==> src/rtl/dcache_dm_if.sv <==
// Datapath and memory-side signal bundle for the direct-mapped data cache.
// slave  : the cache (takes datapath requests and halt, drives the memory request).
// master : the environment (datapath plus memory arbiter) facing the cache.
interface dcache_dm_if;
  // datapath request / response
  logic        dmemREN;
  logic        dmemWEN;
  logic        datomic;
  logic [31:0] dmemaddr;
  logic [31:0] dmemstore;
  logic        halt;
  logic        dhit;
  logic [31:0] dmemload;
  logic        flushed;
  // memory arbiter side
  logic        dREN;
  logic        dWEN;
  logic [31:0] daddr;
  logic [31:0] dstore;
  logic        dwait;
  logic [31:0] dload;

  modport slave (
    input  dmemREN, dmemWEN, datomic, dmemaddr, dmemstore, halt, dwait, dload,
    output dhit, dmemload, flushed, dREN, dWEN, daddr, dstore
  );

  modport master (
    output dmemREN, dmemWEN, datomic, dmemaddr, dmemstore, halt, dwait, dload,
    input  dhit, dmemload, flushed, dREN, dWEN, daddr, dstore
  );
endinterface

==> src/rtl/dcache_dm.sv <==
// Direct-mapped write-back write-allocate L1 data cache with a single LL/SC link and halt-time flush.
// Latency: hit and failed SC complete combinationally; clean miss = 2 memory transfers + 1 cycle, dirty miss adds 2 write transfers.
// Backpressure: memory dwait stalls WB/FETCH/FLUSH states; the datapath holds its request until dhit.
// Ports: CLK, nRST (async active-low) plus the slave side of dcache_dm_if
//   (datapath: dmemREN/dmemWEN/datomic/dmemaddr/dmemstore/halt -> dhit/dmemload/flushed;
//    memory:   dREN/dWEN/daddr/dstore <- dwait/dload).
module dcache_dm #(
  parameter int SETS = 16
) (
  input  logic       CLK,
  input  logic       nRST,
  dcache_dm_if.slave bus
);
  localparam int IDXW = $clog2(SETS);
  localparam int TAGW = 32 - 3 - IDXW;

  typedef enum logic [2:0] {
    IDLE, WB0, WB1, FETCH0, FETCH1, FLUSH0, FLUSH1, FLUSHED
  } state_t;

  state_t state, state_nx;

  // storage: tag/data arrays are never reset, valid/dirty are
  logic [TAGW-1:0] tag_arr   [SETS];
  logic [31:0]     word0_arr [SETS];
  logic [31:0]     word1_arr [SETS];
  logic [SETS-1:0] valid;
  logic [SETS-1:0] dirty;

  logic [31:0]     link_addr;
  logic            link_valid;
  logic [IDXW-1:0] cnt;

  // request decode
  logic [IDXW-1:0] idx;
  logic [TAGW-1:0] req_tag;
  logic            blk;
  logic            req;
  logic            is_wr;
  logic            is_sc;
  logic            is_ll;
  logic            sc_ok;
  logic            sc_fail;
  logic            hit;
  logic            victim_dirty;
  logic [31:0]     hit_word;
  logic            flush_dirty;
  logic            last_set;

  // control strobes from the next-state process
  logic wr_hit;
  logic ll_hit;
  logic fill0;
  logic fill1;
  logic fill_done;
  logic flush_clr;
  logic cnt_inc;
  logic cnt_clr;

  assign idx      = bus.dmemaddr[3 +: IDXW];
  assign req_tag  = bus.dmemaddr[31 -: TAGW];
  assign blk      = bus.dmemaddr[2];
  assign req      = bus.dmemREN | bus.dmemWEN;
  // a request with both enables is a write
  assign is_wr    = bus.dmemWEN;
  assign is_sc    = bus.dmemWEN & bus.datomic;
  assign is_ll    = bus.dmemREN & ~bus.dmemWEN & bus.datomic;
  // full-address compare keeps the link word-granular
  assign sc_ok    = link_valid && (link_addr == bus.dmemaddr);
  assign sc_fail  = is_sc & ~sc_ok;
  assign hit      = valid[idx] && (tag_arr[idx] == req_tag);
  assign victim_dirty = valid[idx] & dirty[idx];
  assign hit_word = blk ? word1_arr[idx] : word0_arr[idx];
  assign flush_dirty  = valid[cnt] & dirty[cnt];
  assign last_set = (cnt == IDXW'(SETS - 1));

  always_ff @(posedge CLK or negedge nRST) begin
    if (!nRST) begin
      state <= IDLE;
    end else begin
      state <= state_nx;
    end
  end

  always_comb begin
    state_nx     = state;
    bus.dhit     = 1'b0;
    bus.dmemload = 32'd0;
    bus.flushed  = 1'b0;
    bus.dREN     = 1'b0;
    bus.dWEN     = 1'b0;
    bus.daddr    = 32'd0;
    bus.dstore   = 32'd0;
    wr_hit       = 1'b0;
    ll_hit       = 1'b0;
    fill0        = 1'b0;
    fill1        = 1'b0;
    fill_done    = 1'b0;
    flush_clr    = 1'b0;
    cnt_inc      = 1'b0;
    cnt_clr      = 1'b0;

    case (state)
      IDLE: begin
        if (bus.halt) begin
          // halt wins over any pending request
          state_nx = FLUSH0;
          cnt_clr  = 1'b1;
        end else if (sc_fail) begin
          // failed SC answers at once with 0 and touches nothing
          bus.dhit = 1'b1;
        end else if (req) begin
          if (hit) begin
            bus.dhit = 1'b1;
            if (is_wr) begin
              wr_hit       = 1'b1;
              bus.dmemload = is_sc ? 32'd1 : hit_word;
            end else begin
              ll_hit       = is_ll;
              bus.dmemload = hit_word;
            end
          end else begin
            state_nx = victim_dirty ? WB0 : FETCH0;
          end
        end
      end

      WB0: begin
        bus.dWEN   = 1'b1;
        bus.daddr  = {tag_arr[idx], idx, 1'b0, 2'b00};
        bus.dstore = word0_arr[idx];
        if (!bus.dwait) state_nx = WB1;
      end

      WB1: begin
        bus.dWEN   = 1'b1;
        bus.daddr  = {tag_arr[idx], idx, 1'b1, 2'b00};
        bus.dstore = word1_arr[idx];
        if (!bus.dwait) state_nx = FETCH0;
      end

      FETCH0: begin
        bus.dREN  = 1'b1;
        bus.daddr = {req_tag, idx, 1'b0, 2'b00};
        if (!bus.dwait) begin
          fill0    = 1'b1;
          state_nx = FETCH1;
        end
      end

      FETCH1: begin
        bus.dREN  = 1'b1;
        bus.daddr = {req_tag, idx, 1'b1, 2'b00};
        if (!bus.dwait) begin
          fill1     = 1'b1;
          fill_done = 1'b1;
          state_nx  = IDLE;
        end
      end

      FLUSH0: begin
        if (flush_dirty) begin
          bus.dWEN   = 1'b1;
          bus.daddr  = {tag_arr[cnt], cnt, 1'b0, 2'b00};
          bus.dstore = word0_arr[cnt];
          if (!bus.dwait) state_nx = FLUSH1;
        end else begin
          // nothing to write back for this set: move on in one cycle
          flush_clr = 1'b1;
          cnt_inc   = 1'b1;
          state_nx  = last_set ? FLUSHED : FLUSH0;
        end
      end

      FLUSH1: begin
        bus.dWEN   = 1'b1;
        bus.daddr  = {tag_arr[cnt], cnt, 1'b1, 2'b00};
        bus.dstore = word1_arr[cnt];
        if (!bus.dwait) begin
          flush_clr = 1'b1;
          cnt_inc   = 1'b1;
          state_nx  = last_set ? FLUSHED : FLUSH0;
        end
      end

      FLUSHED: begin
        bus.flushed = 1'b1;
      end

      default: state_nx = IDLE;
    endcase
  end

  // valid/dirty, link register and flush counter
  always_ff @(posedge CLK or negedge nRST) begin
    if (!nRST) begin
      valid      <= '0;
      dirty      <= '0;
      link_addr  <= 32'd0;
      link_valid <= 1'b0;
      cnt        <= '0;
    end else begin
      if (wr_hit) begin
        dirty[idx] <= 1'b1;
        // successful SC consumes the link; any store to the linked word breaks it
        if (is_sc || (bus.dmemaddr == link_addr)) link_valid <= 1'b0;
      end
      if (ll_hit) begin
        link_addr  <= bus.dmemaddr;
        link_valid <= 1'b1;
      end
      if (fill_done) begin
        valid[idx] <= 1'b1;
        dirty[idx] <= 1'b0;
      end
      if (flush_clr) dirty[cnt] <= 1'b0;
      if (cnt_clr) begin
        cnt <= '0;
      end else if (cnt_inc) begin
        cnt <= cnt + 1'b1;
      end
    end
  end

  // tag and data arrays
  always_ff @(posedge CLK) begin
    if (wr_hit) begin
      if (blk) begin
        word1_arr[idx] <= bus.dmemstore;
      end else begin
        word0_arr[idx] <= bus.dmemstore;
      end
    end
    if (fill0) word0_arr[idx] <= bus.dload;
    if (fill1) word1_arr[idx] <= bus.dload;
    if (fill_done) tag_arr[idx] <= req_tag;
  end
endmodule
==> src/flat_wrapper.sv <==
// flat-port wrapper written by rule: the top's interface ports become plain ports
module dcache_dm_flat 
#(
  parameter int SETS = 16
)
  (CLK, nRST, bus_dmemREN, bus_dmemWEN, bus_datomic, bus_dmemaddr, bus_dmemstore, bus_halt, bus_dwait, bus_dload, bus_dhit, bus_dmemload, bus_flushed, bus_dREN, bus_dWEN, bus_daddr, bus_dstore);
  dcache_dm_if bus_i ();
  input  logic CLK;
  input  logic nRST;
  input wire logic [$bits(bus_i.dmemREN)-1:0] bus_dmemREN;
  input wire logic [$bits(bus_i.dmemWEN)-1:0] bus_dmemWEN;
  input wire logic [$bits(bus_i.datomic)-1:0] bus_datomic;
  input wire logic [$bits(bus_i.dmemaddr)-1:0] bus_dmemaddr;
  input wire logic [$bits(bus_i.dmemstore)-1:0] bus_dmemstore;
  input wire logic [$bits(bus_i.halt)-1:0] bus_halt;
  input wire logic [$bits(bus_i.dwait)-1:0] bus_dwait;
  input wire logic [$bits(bus_i.dload)-1:0] bus_dload;
  output wire logic [$bits(bus_i.dhit)-1:0] bus_dhit;
  output wire logic [$bits(bus_i.dmemload)-1:0] bus_dmemload;
  output wire logic [$bits(bus_i.flushed)-1:0] bus_flushed;
  output wire logic [$bits(bus_i.dREN)-1:0] bus_dREN;
  output wire logic [$bits(bus_i.dWEN)-1:0] bus_dWEN;
  output wire logic [$bits(bus_i.daddr)-1:0] bus_daddr;
  output wire logic [$bits(bus_i.dstore)-1:0] bus_dstore;
  assign bus_i.dmemREN = bus_dmemREN;
  assign bus_i.dmemWEN = bus_dmemWEN;
  assign bus_i.datomic = bus_datomic;
  assign bus_i.dmemaddr = bus_dmemaddr;
  assign bus_i.dmemstore = bus_dmemstore;
  assign bus_i.halt = bus_halt;
  assign bus_i.dwait = bus_dwait;
  assign bus_i.dload = bus_dload;
  assign bus_dhit = bus_i.dhit;
  assign bus_dmemload = bus_i.dmemload;
  assign bus_flushed = bus_i.flushed;
  assign bus_dREN = bus_i.dREN;
  assign bus_dWEN = bus_i.dWEN;
  assign bus_daddr = bus_i.daddr;
  assign bus_dstore = bus_i.dstore;
  dcache_dm #(.SETS(SETS)) u_core (.CLK(CLK), .nRST(nRST), .bus(bus_i));
endmodule
==> config.mk <==
export PLATFORM = sky130hd
export DESIGN_NAME = dcache_dm_flat
export DESIGN_NICKNAME = d
export VERILOG_FILES = /design/src/rtl/dcache_dm_if.sv /design/src/rtl/dcache_dm.sv /design/src/flat_wrapper.sv
export SDC_FILE = /design/constraint.sdc
export NUM_CORES = 2
export LEC_CHECK = 0
export ABC_CLOCK_PERIOD_IN_PS = 9600
export CAP_MARGIN = 20
export CORE_UTILIZATION = 60
export DETAILED_ROUTE_END_ITERATION = 8
export PLACE_DENSITY = 0.78
export SLEW_MARGIN = 20
export SYNTH_ARGS = -nofsm -noshare
export SYNTH_HDL_FRONTEND = slang
export SYNTH_SLANG_ARGS = --single-unit
==> constraint.sdc <==
create_clock -name CLK -period 9.6 [get_ports CLK]
set_input_delay 2.88 -clock CLK [delete_from_list [all_inputs] [get_ports CLK]]
set_output_delay 2.88 -clock CLK [all_outputs]
set_load 0.03 [all_outputs]
## Yosys cells after proc, flatten, opt, wreduce, memory -nomap -nowiden

Memories as Yosys holds them, arrays and structs flattened.
Index checks and enable logic that the tools add are counted.

- $add $sub $neg: 1
- $mul: 0
- Divide/modulo/power cells: 0
- Order comparisons: 4
- Equality and inequality tests: 20
- Shifts and indexed selects: 0
- Mux-type cells: 86
- Bitwise gates (word level): 17
- Reductions and logical operators: 14

Operators by type and width:

| cell | count |
|---|---|
| $mux 32 | 12 |
| $pmux 32 s6 | 1 |
| $pmux 32 s4 | 1 |
| $eq 32x32->1 | 2 |
| $mux 16 | 3 |
| $mux 1 | 45 |
| $mux 3 | 11 |
| $and 16x16->16 | 2 |
| $not 16->16 | 2 |
| $or 16x16->16 | 2 |
| $eq 25x25->1 | 1 |
| $pmux 3 s7 | 1 |
| $bmux 1 s4 | 4 |
| $eq 3x3->1 const B | 4 |
| $lt 4x5->1 const B | 2 |
| $ne 2x2->1 const B | 5 |
| $reduce_and 10->1 | 1 |
| $ne 3x3->1 const B | 3 |
| $demux 1 s4 | 2 |
| $ge 4x1->1 const B | 2 |
| $mux 4 | 2 |
| $reduce_bool 7->1 | 1 |
| $and 1x1->1 | 6 |
| $eq 3x2->1 const B | 2 |
| other kinds (15) | 25 |

- Register bits: 72
- Latch bits: 0
- RAM bits: 1424
- Bits in read-only memories: 0
- Input port bits: 103
- Memories kept: 3

Memory list:

| memory | words | width | rd ports | clocked after Yosys merged registers in | wr ports | line | RTL |
|---|---|---|---|---|---|---|---|
| u_core.word0_arr | 16 | 32 | 2 | 0 | 1 | dcache_dm.sv:25 | `logic [31:0] word0_arr [SETS];` |
| u_core.word1_arr | 16 | 32 | 2 | 0 | 1 | dcache_dm.sv:26 | `logic [31:0] word1_arr [SETS];` |
| u_core.tag_arr | 16 | 25 | 2 | 0 | 1 | dcache_dm.sv:24 | `logic [TAGW-1:0] tag_arr [SETS];` |

## Logic depth before layout (Yosys ltp)

- Depth after elaboration: 13
- Gate-level depth with buffers: 15

## Least setup slack after synthesis

No wires, ideal clock.

- Kind: input to output
- Start: input bus_dmemaddr[6]
- End: output bus_dmemload[0]
- Arrival: 6.089 ns
- Data required time: 6.720 ns
- Slack: 0.631 ns
- Stages on the path: 11
- Path buffers: 4
- Cells stage by stage: buf_2 -> buf_6 -> buf_4 -> buf_2 -> mux2i_1 -> a221oi_1 -> xnor2_1 -> a41oi_1 -> nor4_1 -> nand3_1 -> a211oi_1

- Cells in the longest elaborated chain, start to end: 9

Ends and longest elaborated chain:

| item | line | RTL |
|---|---|---|
| start, declared | flat_wrapper.sv:13 | `input wire logic [$bits(bus_i.dmemaddr)-1:0] bus_dmemaddr;` |
| parallel branches: the longest is 6 deep, another holds $mem_v2 16x25 | n/a |  |
| $mux 32 (*) | dcache_dm.sv:109 | `end else if (sc_fail) begin` |
| $mux 32 (*) | dcache_dm.sv:105 | `if (bus.halt) begin` |
| $mux 32 (*) | dcache_dm.sv:103 | `case (state)` |
| end, declared | flat_wrapper.sv:19 | `output wire logic [$bits(bus_i.dmemload)-1:0] bus_dmemload;` |

Mark *: on every way between the ends. The select of a mux whose other input is x is not followed.

## Worst setup path after layout

- Start: input bus_dmemaddr[4]
- End: output bus_dmemload[16]

The elaborated chain is that of the path after synthesis.

==> run summary <==
R2r setup slk = 4300 ps
Hold EP = u_core.valid[7]$_DFFE_PN0P_
Layout fillers = 7329
H-tree levels = 4
Crit. End Element = output pin
Bufs and invs on worst path = 3
Worst relative slew slack = 0.257
Vias after detailed routing = 44200
# hold bufs at CTS = 0
Longest Clk Path Bufs = 3
Mapped cell area = 0.0726 mm²
Setup violators final = 0
Dpl hpwl = 130000 µm
Core Region = 0.120 mm²
Total track usage = 0.371
Global placement routability congestion = 0.932
Clock transition at path regs = 60 ps
Die height = 350 µm
Most frequent cells after synthesis = edfxtp_1, mux4_2, nand2_1, clkbuf_1, mux2i_1
Area growth from synthesis to layout = 13.5%
Hold path cells = 1
End-of-flow core utilization = 0.687
1st-iter DRT viols = 7293
Reg2reg end = u_core.word1_arr[6][22]$_DFFE_PP_
Vias in the first global route = 44300
CP max FO = 50
RSZ-0062 raised after global routing = no
Hold Fails Final Rpt = 0
Most used cell, CP = buf_12
Power per cell area = 235 mW/mm²
Post-synth ARST share = 0.0481
Min-delay worst type = flip-flop to flip-flop
Share of layout cells above drive strength 1 = 0.353
Setup crit start kind = input pin
Hold Startpoint = u_core.valid[7]$_DFFE_PN0P_
Root Buffer = clkbuf_16
Top cell type's share of synthesized area = 0.589
CP peak stage delay = 640 ps
Area leader, netlist = edfxtp_1
Final ANT Viol Nets = 0
DRC = 0
Reg-to-reg startpoint = u_core.link_addr[13]$_DFFE_PN0P_
Mapped Avg Cell Area = 19.2 µm²
Required time of the critical path = 6720 ps
Mapped Cells = 3782
Run status = completed
Worst-skew pair later-pin latency = 820 ps
Initial antenna violation count = 6
YS warnings = 0
Max Clk Rate = 106 MHz
Num rows = 127
Max stage delay cell, worst path = mux4_1
Critical Path AT = 6540 ps
GRT overflow = 0
Worst Path Class, Setup = input pin to output pin
Clk sink count = 1496
Clock Skews = 39.8 ps
Peak supply drop = 0.000203 V
Post-CTS Setup Inserts = 0
Initial Util = 0.605
Yosys reg bits = 1496
Final-report max-slew violation count = 0
Leakage = 26.6 nW
Tmin final = 9420 ps
Nets = 4140
Full die area = 0.122 mm²
WL/cell = 38.6 µm
CTS-repair resized insts = 0
Final Cycle Share = 0.981
Synth cell types = 81
CTS tree = yes
Die width = 350 µm
Max-cap violations = 0
First-pass iteration count of the detailed router = 6
Cell with the most instances after synthesis = edfxtp_1
Pin count of the biggest net entering global routing = 106
I/O Buffers = 200
Register area share after synthesis = 0.613
Post-synth EDFFs = 1424
Crit path max-delay family = simple AND/OR/NAND/NOR gates
Setup TNS = 0 ps
First-pass GRT wire length = 318000 µm
Main synth FF type = edfxtp_1
Total wire length = 223000 µm
I/O pins = 203
Worst slew pin tran = 1110 ps
Worst path cell trace = buf_8 > mux4_1 > a22oi_1 > a21oi_1 > nand4b_1 > nor4_1 > and4_1 > nand4_1 > buf_12 > a21oi_2 > buf_12
Vias per Instance = 7.66
Worst R2R Path Depth = 9
Synth top area cells = edfxtp_1, mux4_2, dfrtp_1
CTS buffer count = 154
==> worst reg2reg max path, cell delays in order, from the launching register on <==
cell and delay [ps]:
dfrtp_1 380, xor2_1 240, nor4_1 700, nand4_1 360, o311a_1 460, or3_1 440, nor3_1 210, nand4_1 690
a21oi_4 840, buf_4 610
==> flip-flops by register name (all words and copies together) (netlist names) <==
name	flops
u_core.state	3
u_core.word0_arr	512
u_core.tag_arr	400
u_core.valid	16
u_core.link_addr	32
u_core.link_valid	1
u_core.word1_arr	512
u_core.dirty	16
u_core.cnt	4
==> placed cells by master (no fill, tap or decap), types with 8 or more instances in the layout <==
cell	n
clkinv_2	26
nand3_1	10
a31oi_1	12
nand4_1	10
inv_1	53
nor2_1	58
mux2_2	58
o22ai_1	15
xnor2_1	14
a21oi_4	16
mux4_2	842
o221ai_1	12
nor4_1	16
dfrtp_1	68
a22oi_1	60
mux2_1	29
buf_4	202
a211oi_1	11
nand2_1	261
clkinv_1	34
xor2_1	44
a221o_1	16
mux2i_1	114
bufinv_16	12
inv_6	8
clkdlybuf4s50_1	132
edfxtp_1	1424
a21oi_2	30
o21ai_0	66
a22o_1	14
nor3_1	24
nand2b_1	29
buf_12	50
nor2b_1	13
clkbuf_16	155
a21oi_1	43
clkbuf_1	33
==> final cells by class <==
type	instances	area [µm²]	share of cell area
antenna	3	7.51	0.0000911
sequential	1496	44600	0.541
inverter	55	206	0.00250
tap	1612	2020	0.0245
clock buffer	188	4000	0.0485
timing repair buffer	390	3910	0.0475
multi-input combinational	1936	26900	0.326
clock inverter	94	867	0.0105
==> where the power goes <==
part	internal (mW)	switching, mW	leakage [nW]
Combinational	2.57	3.22	10.4
Sequential	7.46	0.225	13.8
Clock	3.31	2.58	2.37
==> worst max-delay path by stage <==
stage	start	to	slack (ps)	cells past startpoint
final	bus_dmemaddr[4]	bus_dmemload[16]	180	11
after floorplan	bus_dmemaddr[6]	bus_dmemload[0]	630	11
after global placement	bus_dmemaddr[4]	bus_dmemload[12]	260	11
after detailed placement	bus_dmemaddr[4]	bus_dmemload[16]	260	11
after global routing	bus_dmemaddr[4]	bus_dmemload[16]	8	12
after CTS	bus_dmemaddr[4]	bus_dmemload[16]	230	11
==> metrics by stage <==
step	area [µm²]	setup WS (ps)	instances	hold WS, ps	total power [mW]
finish	82400	182	5774	507	19.4
global route	82400	8.20	5772	516	19.8
CTS	82400	227	5770	496	19.3
detailed placement	77500	261	5488	479	13.5
global placement	77500	258	5488	473	13.4
floorplan	72600	631	3783	451	11.6
==> metal layers <==
metal / wire [µm] / up-vias / share of wire / track usage
li1: - / 16600 / - / -
met1: 74900 / 22800 / 0.34 / 0.495
met2: 102000 / 4034 / 0.46 / 0.560
met3: 33000 / 751 / 0.15 / 0.118
met4: 12100 / 6 / 0.054 / 0.177
met5: 29 / - / 0.00013 / 0
==> kinds of logic after synthesis <==
family,share of synthesized area
DFF,0.613
buffers and inverters,0.0223
and+or+nand+nor,0.0305
xor gates and xnor gates,0.00699
AOI/OAI and AO/OA,0.0338
other,0.0000516
muxes,0.292
adders and majority gates,0.000689
Note: power is estimated with default switching activity, not from simulation.
